==> src/rtl/ow_byte_assembler.sv <==
// 1-Wire receive byte assembler: shifts slot bits LSB-first into words and
// queues completed words in a first-word-fall-through FIFO for the command decoder.
module ow_byte_assembler #(
  parameter int DATA_W     = 8,
  parameter int FIFO_DEPTH = 4,
  parameter int CNT_W      = 4
) (
  input  logic              clk,
  input  logic              reset,
  input  logic              i_reset_det,
  input  logic              i_bit_val,
  input  logic              i_bit_ready,
  output logic [DATA_W-1:0] o_byte,
  output logic              o_byte_valid,
  input  logic              i_byte_ready,
  output logic              o_frame_start,
  output logic [CNT_W-1:0]  o_byte_cnt,
  output logic              o_overrun,
  output logic              o_frame_err
);

  localparam int AW  = $clog2(FIFO_DEPTH);
  localparam int BCW = (DATA_W > 1) ? $clog2(DATA_W) : 1;

  typedef enum logic {S_IDLE, S_ACTIVE} state_t;

  function automatic logic [CNT_W-1:0] sat_inc(input logic [CNT_W-1:0] v);
    return (v == {CNT_W{1'b1}}) ? v : v + CNT_W'(1);
  endfunction

  state_t            r_state;
  logic [DATA_W-1:0] r_shreg;
  logic [BCW-1:0]    r_bitcnt;
  logic [DATA_W-1:0] r_mem [FIFO_DEPTH];
  logic [AW:0]       r_wptr;
  logic [AW:0]       r_rptr;
  logic              r_frame_start;
  logic              r_frame_err;
  logic [CNT_W-1:0]  r_byte_cnt;
  logic              r_overrun;

  logic              w_empty;
  logic              w_full;
  logic              w_pop;
  logic              w_bit_acc;
  logic              w_byte_done;
  logic              w_push;
  logic              w_drop;
  logic [DATA_W-1:0] w_next_shreg;

  assign w_empty      = (r_wptr == r_rptr);
  assign w_full       = (r_wptr[AW] != r_rptr[AW]) && (r_wptr[AW-1:0] == r_rptr[AW-1:0]);
  assign w_pop        = !w_empty && i_byte_ready;
  // A coincident bus reset always beats the slot bit.
  assign w_bit_acc    = (r_state == S_ACTIVE) && i_bit_ready && !i_reset_det;
  assign w_byte_done  = w_bit_acc && (r_bitcnt == BCW'(DATA_W - 1));
  assign w_push       = w_byte_done && (!w_full || w_pop);
  assign w_drop       = w_byte_done && w_full && !w_pop;
  assign w_next_shreg = {i_bit_val, r_shreg[DATA_W-1:1]};

  assign o_byte        = w_empty ? '0 : r_mem[r_rptr[AW-1:0]];
  assign o_byte_valid  = !w_empty;
  assign o_frame_start = r_frame_start;
  assign o_frame_err   = r_frame_err;
  assign o_byte_cnt    = r_byte_cnt;
  assign o_overrun     = r_overrun;

  // Storage carries data only; emptiness is tracked by the pointers.
  always_ff @(posedge clk) begin
    if (w_push) r_mem[r_wptr[AW-1:0]] <= w_next_shreg;
  end

  always_ff @(posedge clk or negedge reset) begin
    if (!reset) begin
      r_state       <= S_IDLE;
      r_shreg       <= '0;
      r_bitcnt      <= '0;
      r_wptr        <= '0;
      r_rptr        <= '0;
      r_frame_start <= 1'b0;
      r_frame_err   <= 1'b0;
      r_byte_cnt    <= '0;
      r_overrun     <= 1'b0;
    end else begin
      r_frame_start <= 1'b0;
      r_frame_err   <= 1'b0;
      if (w_pop) r_rptr <= r_rptr + (AW+1)'(1);
      if (i_reset_det) begin
        // Re-arm for a new frame; queued bytes keep draining.
        r_state       <= S_ACTIVE;
        r_frame_start <= 1'b1;
        r_frame_err   <= (r_state == S_ACTIVE) && (r_bitcnt != '0);
        r_bitcnt      <= '0;
        r_shreg       <= '0;
        r_byte_cnt    <= '0;
        r_overrun     <= 1'b0;
      end else if (w_bit_acc) begin
        r_shreg  <= w_next_shreg;
        r_bitcnt <= w_byte_done ? '0 : r_bitcnt + BCW'(1);
        if (w_push) begin
          r_wptr     <= r_wptr + (AW+1)'(1);
          r_byte_cnt <= sat_inc(r_byte_cnt);
        end
        if (w_drop) r_overrun <= 1'b1;
      end
    end
  end

endmodule

==> config.mk <==
export PLATFORM = sky130hd
export DESIGN_NAME = ow_byte_assembler
export DESIGN_NICKNAME = d
export VERILOG_FILES = /design/src/rtl/ow_byte_assembler.sv
export SDC_FILE = /design/constraint.sdc
export NUM_CORES = 1
export LEC_CHECK = 0
export ABC_CLOCK_PERIOD_IN_PS = 2000
export CORE_ASPECT_RATIO = 1.4
export CORE_MARGIN = 3
export CORE_UTILIZATION = 50
export CTS_CLUSTER_DIAMETER = 150
export DETAILED_ROUTE_END_ITERATION = 10
export PLACE_DENSITY = 0.74
export SYNTH_ARGS = -nofsm -noshare
export SYNTH_HDL_FRONTEND = slang
export SYNTH_SLANG_ARGS = --single-unit
==> constraint.sdc <==
create_clock -name clk -period 2 [get_ports clk]
set_clock_uncertainty 0.15 [all_clocks]
set_input_delay 0.2 -clock clk [delete_from_list [all_inputs] [get_ports clk]]
set_output_delay 0.2 -clock clk [all_outputs]
set_load 0.01 [all_outputs]
==> results of run 1 <==
[layout by cell type (no fill, tap or decap), types with 2 or more instances in the layout]
cell / netlist / layout
edfxtp_1: 32 / 32
dfrtp_1: 24 / 24
nand2_1: 21 / 21
buf_4: 0 / 16
clkdlybuf4s50_1: 0 / 12
a21oi_1: 11 / 11
and2_4: 1 / 10
inv_1: 9 / 9
buf_6: 2 / 9
mux4_2: 5 / 8
ha_1: 9 / 8
clkbuf_8: 0 / 5
nand3b_1: 3 / 3
and2_1: 9 / 3
xnor2_1: 3 / 3
xor2_2: 2 / 2
xnor2_4: 2 / 2
mux2_1: 2 / 2
a311oi_1: 2 / 2
buf_2: 1 / 2
[metrics by stage]
step	TNS, ps	hold WS [ps]	utilization [%]	setup WS, ps
final	-56.4	102	64.6	-28.3
after global routing	-320	110	64.6	-98.9
after CTS	-176	99.9	62.8	-61.2
after detailed placement	-1030	372	60.8	-106
after global placement	-330	344	60.8	-51.0
after floorplan	0	-246	-	123
[registers in the layout (all words and copies together) (netlist names)]
signal         flops
r_shreg            7
o_frame_err        1
o_byte_cnt         4
r_wptr             3
r_bitcnt           3
o_overrun          1
r_rptr             3
o_frame_start      1
r_mem             32
r_state            1
[where the power goes]
group	total [mW]	switching [mW]	internal (mW)
Clock	0.706	0.334	0.372
Sequential	1.30	0.0488	1.26
Combinational	1.08	0.413	0.667
Total	3.09	0.796	2.29
[logic make-up after synthesis]
logic type,share of synthesized area (%)
fa+ha+maj,4.52
buf+inv,3.51
mux,8.99
xor+xnor,4.57
compound gates,5.42
simple gates,10.3
flops,62.7
[per-layer routing]
| layer | global-route usage [%] | up-vias | wire length (µm) |
|---|---|---|---|
| met5 | 0 | - | 0 |
| met4 | 4.72 | 0 | 63 |
| met3 | 3.77 | 7 | 147 |
| met2 | 31.5 | 26 | 2430 |
| met1 | 18.7 | 692 | 1670 |
| li1 | - | 666 | - |
[critical path, delay by kind of cell, from the launching register on]
| family | cells | cell delay [ps] |
|---|---|---|
| flops | 1 | 400 |
| mux | 1 | 470 |
| simple gates | 1 | 150 |
| buf+inv | 3 | 360 |
[worst paths after layout]
check	slack (ps)	start	cells after the start	end
setup / recovery	-30	r_rptr[0]	5	o_byte[2]
hold / removal	100	reset	2	r_wptr[2]
setup reg to reg	100	r_bitcnt[0]	5	r_mem[3][4]
hold reg to reg	380	r_rptr[2]	1	r_rptr[2]
max in group asynchronous	1360	reset	2	o_frame_start
min in group clk	380	r_rptr[2]	1	r_rptr[2]
[timing repair]
action	4_1_cts	5_1_grt
pin swaps	3	4
buffers inserted	3	3
endpoints found under the setup margin	34	43
gates resized for setup	41	15
[synth_stat cells, drive strengths merged (2+ instances only)]
cell,number,area share (%)
inv,9,1.4
mux4,8,7.7
ha,9,4.5
a31o,2,0.70
and2,13,3.5
nand3b,3,0.90
a21oi,11,2.2
xnor2,5,3.3
dfrtp,24,24
mux2,2,0.90
edfxtp,32,39
buf,4,1.7
clkbuf,3,0.45
nand2,21,3.2
a311oi,2,0.70
xor2,2,1.3
[final cells by class]
class | instances | share of cell area [%]
inverter | 9 | 1.12
clock inverter | 2 | 1.16
sequential | 56 | 51.6
timing repair buffer | 41 | 12.6
tap | 62 | 2.57
clock buffer | 6 | 2.40
multi-input combinational | 92 | 28.5
==> qor.csv, run 1 <==
stage,metric,value,unit
run_status,run_status,"complete, but fails checks",
run_status,violations_in_the_final_reports,setup timing,
clock_tree,clock_sink_count,56,
yosys,syn_inst,164,
timing,setup_repair_after_global_routing_missed_its_margin,yes,
pwr,pwr_density_cell,1020,mW/mm²
routing,initial_drc_count,19,
timing,final-hold-violation-count,0,
yosys,dominantRegCellSynth,edfxtp_1,
timing,setup_viol,2,
floorplanning,top_level_ports,22,
timing,slew_violations,0,
yosys,asyncSetResetFlopFracSynth,42.9,%
global_routing,antenna_found_initial,0,
placement,gp_congestion,0.738,
layout,design_area,0.00302,mm²
yosys,yosysSeqAreaShare,62.7,%
layout,diodes,0,
routing,antenna_left,0,
yosys,ys_ff_latch,56,
clock_tree,post_cts_hold_buffer_count,0,
placement,detailed_place_hpwl,3.05,mm
worst_setup_path,worst_ep_arrival_time,1680,ps
layout,fin_cells,268,
floorplanning,placementRows,29,
routing,route.vias.total,1391,
worst_setup_path,crit_path_frequent_cell,buf_6,
yosys,syn_area_per_cell,15.2,µm²
pwr,worst_ir_drop_vdd,0.603,mV
global_routing,grt.overflow.total,0,
worst_setup_path,path_class,reg -> out,
worst_setup_path,timing.critical_path.fanout_max,8,
pwr,p_leak,1.17,nW
layout,final_layout_size_suffix_gt1_share,30.1,%
layout,nets,220,
floorplanning,starting_density_of_the_core,53.2,%
floorplanning,floorplan.die_area,0.00588,mm²
clock_tree,clk_slew_on_worst_s_h_paths,90,ps
global_routing,global_route.usage.total,16.7,%
worst_setup_path,timing.critical_path.slowest_stage_cell,mux4_2,
yosys,syn-num-nets,179,
clock_tree,clock_latency,300,ps
placement,detailed_place.area,0.00284,mm²
yosys,synth_enable_flop_cells,32,
worst_setup_path,critical_path.cell_chain,"buf_12, buf_6, mux4_2, and2_4, buf_6",
global_routing,grt_pass1_wl,7.29,mm
pwr,post-layout-total-power,3.09,mW
timing,worst_slew_margin_rel,74.1,%
global_routing,grt_pass1_vias,1508,
clock_tree,clock_tree_from_tritoncts,built,
min_path,hold_path_class,in -> async,
clock_tree,clockRootBuffer,clkbuf_8,
placement,placed_insts,254,
yosys,yosys.cell_types.count,37,
routing,routed_wire_length_per_instance,16.1,µm
worst_setup_path,cp_data_required_time,1650,ps
layout,register_cell_area_after_layout,0.00156,mm²
flow_run,drv_cap,0,
timing,timing.final.crit_share,101,%
routing,drt_drc_violations_left,0,
layout,multiInputGateArea,863,µm²
placement,io_buffers,21,
floorplanning,fp.dieW,65.7,µm
routing,finalWirelength,4.31,mm
layout,fill_cells,333,
floorplanning,die_y,89.5,µm
timing,maxClockFrequency,493,MHz
timing,worst_slew_pin_tran,387,ps
layout,areaGrowthSynthToFinish,21.3,%
clock_tree,htree_levels,2,
routing,drt-vias-per-instance,5.19,
global_routing,grt_max_degree,25,
yosys,syn-cell-area,0.00249,mm²
worst_setup_path,critical-path-max-stage-delay,470,ps
routing,detailedRoute.firstPassIterationCount,4,
clock_tree,cts_buffers,5,
timing,period_needed,2030,ps
floorplanning,design.core.area,0.00468,mm²
worst_setup_path,critPathCaptureType,output pin,
yosys,synth_warn,0,
timing,post-route-worst-setup-slack,-28.3,ps
clock_tree,max-clock-path-buffers,2,
worst_setup_path,worstSetupStartpointType,register,
Power figures use the tool's default switching activity.
==> run 2: changes to the inputs <==
- CORE_UTILIZATION: 50 -> 55
- PLACE_DENSITY: 0.74 -> 0.8
- SKIP_CTS_REPAIR_TIMING: not set -> 1
==> run 2 against run 1 <==
Compared with the run above:
- the run still ends with setup timing left
- sequential power about the same
- sequential share of layout area increased by 1.3 points
- clock-buffer cell count decreased by 1
- critical path depth decreased by 1
- worst setup slack improved by 16 ps
- via count increased by 0.29%
- die area decreased by 8.4%
- fmax increased by 0.80%
- power decreased by 6.9%
- critical path type unchanged
==> qor.csv, run 2 (synthesis results as in run 1) <==
stage,metric,value,unit,change
timing,fin_worst_hold_slack,93.9,ps,-7.75 ps
timing,setup_viol,2,,unchanged
floorplanning,fp.dieW,62.9,µm,-4.2%
flow_run,drv_cap,0,,unchanged
clock_tree,clock_tree_from_tritoncts,built,,
clock_tree,clockRootBuffer,clkbuf_8,,
worst_setup_path,reg2regPathDepth,8,,+3
clock_tree,clock_latency,300,ps,about the same
placement,gp_congestion,0.683,,-7.4%
run_status,violations_in_the_final_reports,setup timing,,
global_routing,grt_pass1_vias,1511,,+0.20%
placement,io_buffers,21,,unchanged
pwr,pwr_density_cell,975,mW/mm²,-4.6%
floorplanning,floorplan.die_area,0.00539,mm²,-8.4%
pwr,post-layout-total-power,2.88,mW,-6.9%
run_status,run_status,"complete, but fails checks",,
layout,diodes,0,,unchanged
global_routing,groute.layer.met1.usage,21.0,%,+2.2 points
placement,detailed_place.area,0.00283,mm²,-0.62%
worst_setup_path,timing.critical_path.fanout_max,8,,unchanged
layout,final_layout_size_suffix_gt1_share,27.5,%,-2.6 points
timing,post-route-worst-setup-slack,-12.2,ps,+16.1 ps
layout,fill_cells,322,,-3.3%
layout,design_area,0.00295,mm²,-2.4%
worst_setup_path,critical-path-max-stage-delay,500,ps,+30 ps
layout,multiInputGateArea,878,µm²,+1.7%
routing,routed_wire_length_per_instance,16.6,µm,+3.5%
worst_setup_path,critPathCaptureType,output pin,,
worst_setup_path,cp_data_required_time,1650,ps,about the same
global_routing,grt.busiest_layer,met2,,
worst_setup_path,worstSetupStartpointType,register,,
floorplanning,design.core.area,0.00431,mm²,-7.9%
global_routing,global_route.usage.total,17.4,%,+0.65 points
layout,most_frequent_standard_cell_in_the_layout_excluding_fill_and_tap_cells,edfxtp_1,,
pwr,p_leak,1.13,nW,-3.5%
layout,areaGrowthSynthToFinish,18.4,%,
clock_tree,clk_slew_on_worst_s_h_paths,100,ps,about the same
global_routing,antenna_found_initial,0,,unchanged
timing,period_needed,2010,ps,-16.1 ps
timing,timing.final.crit_share,101,%,-0.81 points
layout,commonest_cells_after_routing_fill_and_taps_aside,"32 x edfxtp_1, 24 x dfrtp_1, 20 x nand2_1",,
global_routing,gr-usage-met2,30.5,%,-1.0 points
layout,register_cell_area_after_layout,0.00156,mm²,unchanged
layout,largest_reg_flops,32,,unchanged
clock_tree,htree_levels,2,,unchanged
min_path,hold_path_class,in -> async,,
timing,worst_slew_pin_tran,342,ps,-44.6 ps
global_routing,grt_pass1_wl,7.24,mm,-0.66%
routing,route.vias.total,1395,,+0.29%
timing,final-hold-violation-count,0,,unchanged
routing,detailedRoute.firstPassIterationCount,4,,unchanged
routing,initial_drc_count,53,,+34
placement,detailed_place_hpwl,3.02,mm,-0.99%
floorplanning,placementRows,28,,-3.4%
global_routing,grt.overflow.total,0,,unchanged
worst_setup_path,timing.critical_path.slowest_stage_cell,mux4_2,,
floorplanning,die_y,85.7,µm,-4.3%
layout,nets,218,,-0.91%
clock_tree,clock_sink_count,56,,unchanged
timing,maxClockFrequency,497,MHz,+0.80%
clock_tree,cts_buffers,5,,unchanged
routing,drt-vias-per-instance,5.28,,+1.8%
floorplanning,top_level_ports,22,,unchanged
worst_setup_path,critical_path.cell_chain,"buf_12, mux4_2, and2_1, buf_2",,
timing,worst_slew_margin_rel,77.1,%,+3.0 points
clock_tree,max-clock-path-buffers,2,,unchanged
timing,setup_repair_after_global_routing_missed_its_margin,yes,,
worst_setup_path,worst_ep_arrival_time,1660,ps,-20 ps
global_routing,gr-usage-met3,3.41,%,-0.37 points
timing,slew_violations,0,,unchanged
pwr,worst_ir_drop_vdd,0.461,mV,-24%
floorplanning,starting_density_of_the_core,57.8,%,+4.6 points
routing,drt_drc_violations_left,0,,unchanged
routing,finalWirelength,4.39,mm,+1.9%
global_routing,grt_max_degree,25,,unchanged
routing,antenna_left,0,,unchanged
worst_setup_path,path_class,reg -> out,,
run 2: changes by cell type in the layout (fill, tap and decap cells not counted), moves of 4 or more:
cell | previous run | this run
and2_1 | 3 | 8
and2_4 | 10 | 6
clkbuf_2 | 0 | 5
buf_6 | 9 | 3
buf_4 | 16 | 12
run 2: metrics by stage:
| step | util [%] | instances | setup TNS, ps | setup slack [ps] |
|---|---|---|---|---|
| after floorplan | - | 164 | 0 | 123 |
| after global placement | 65.6 | 250 | -276 | -47.6 |
| after detailed placement | 65.6 | 250 | -1310 | -102 |
| after CTS | 67.6 | 258 | -4660 | -459 |
| after global routing | 68.5 | 264 | -1070 | -93.8 |
| final | 68.5 | 264 | -18.2 | -12.2 |
run 2: layout make-up:
cell class	instances	share of cell area (%)
clock inverters	3	0.593
flip-flops and latches	56	52.9
repair buffers	37	10.7
multi-input cells	94	29.8
well taps	60	2.54
inverters	9	1.14
clock buffers	5	2.33
run 2: critical path: cells and delay by family (launching register included):
| kind | cells | cell delay (ps) |
|---|---|---|
| flops | 1 | 430 |
| mux | 1 | 500 |
| simple gates | 1 | 140 |
| buf+inv | 2 | 290 |
run 2: path summary, 6_finish.rpt:
path / startpoint / to / slack, ps
worst max register to register: r_rptr[0] / o_byte_cnt[2] / 30
worst max-delay path: r_rptr[0] / o_byte[0] / -10
worst min register to register: o_overrun / o_overrun / 390
worst min-delay path: reset / o_byte_cnt[3] / 90
min in group clk: o_overrun / o_overrun / 390
max in group asynchronous: reset / r_shreg[7] / 1360
run 2: power breakdown:
part | internal, mW | leakage (nW) | switching, mW
Clock | 0.244 | 0.0421 | 0.343
Sequential | 1.26 | 0.574 | 0.0532
Combinational | 0.559 | 0.511 | 0.423
Total | 2.06 | 1.13 | 0.819
run 2: routing by layer:
layer,up-vias,wire [µm]
met1,690,1830
li1,664,-
met4,0,53
met5,-,0
met2,35,2400
met3,6,109
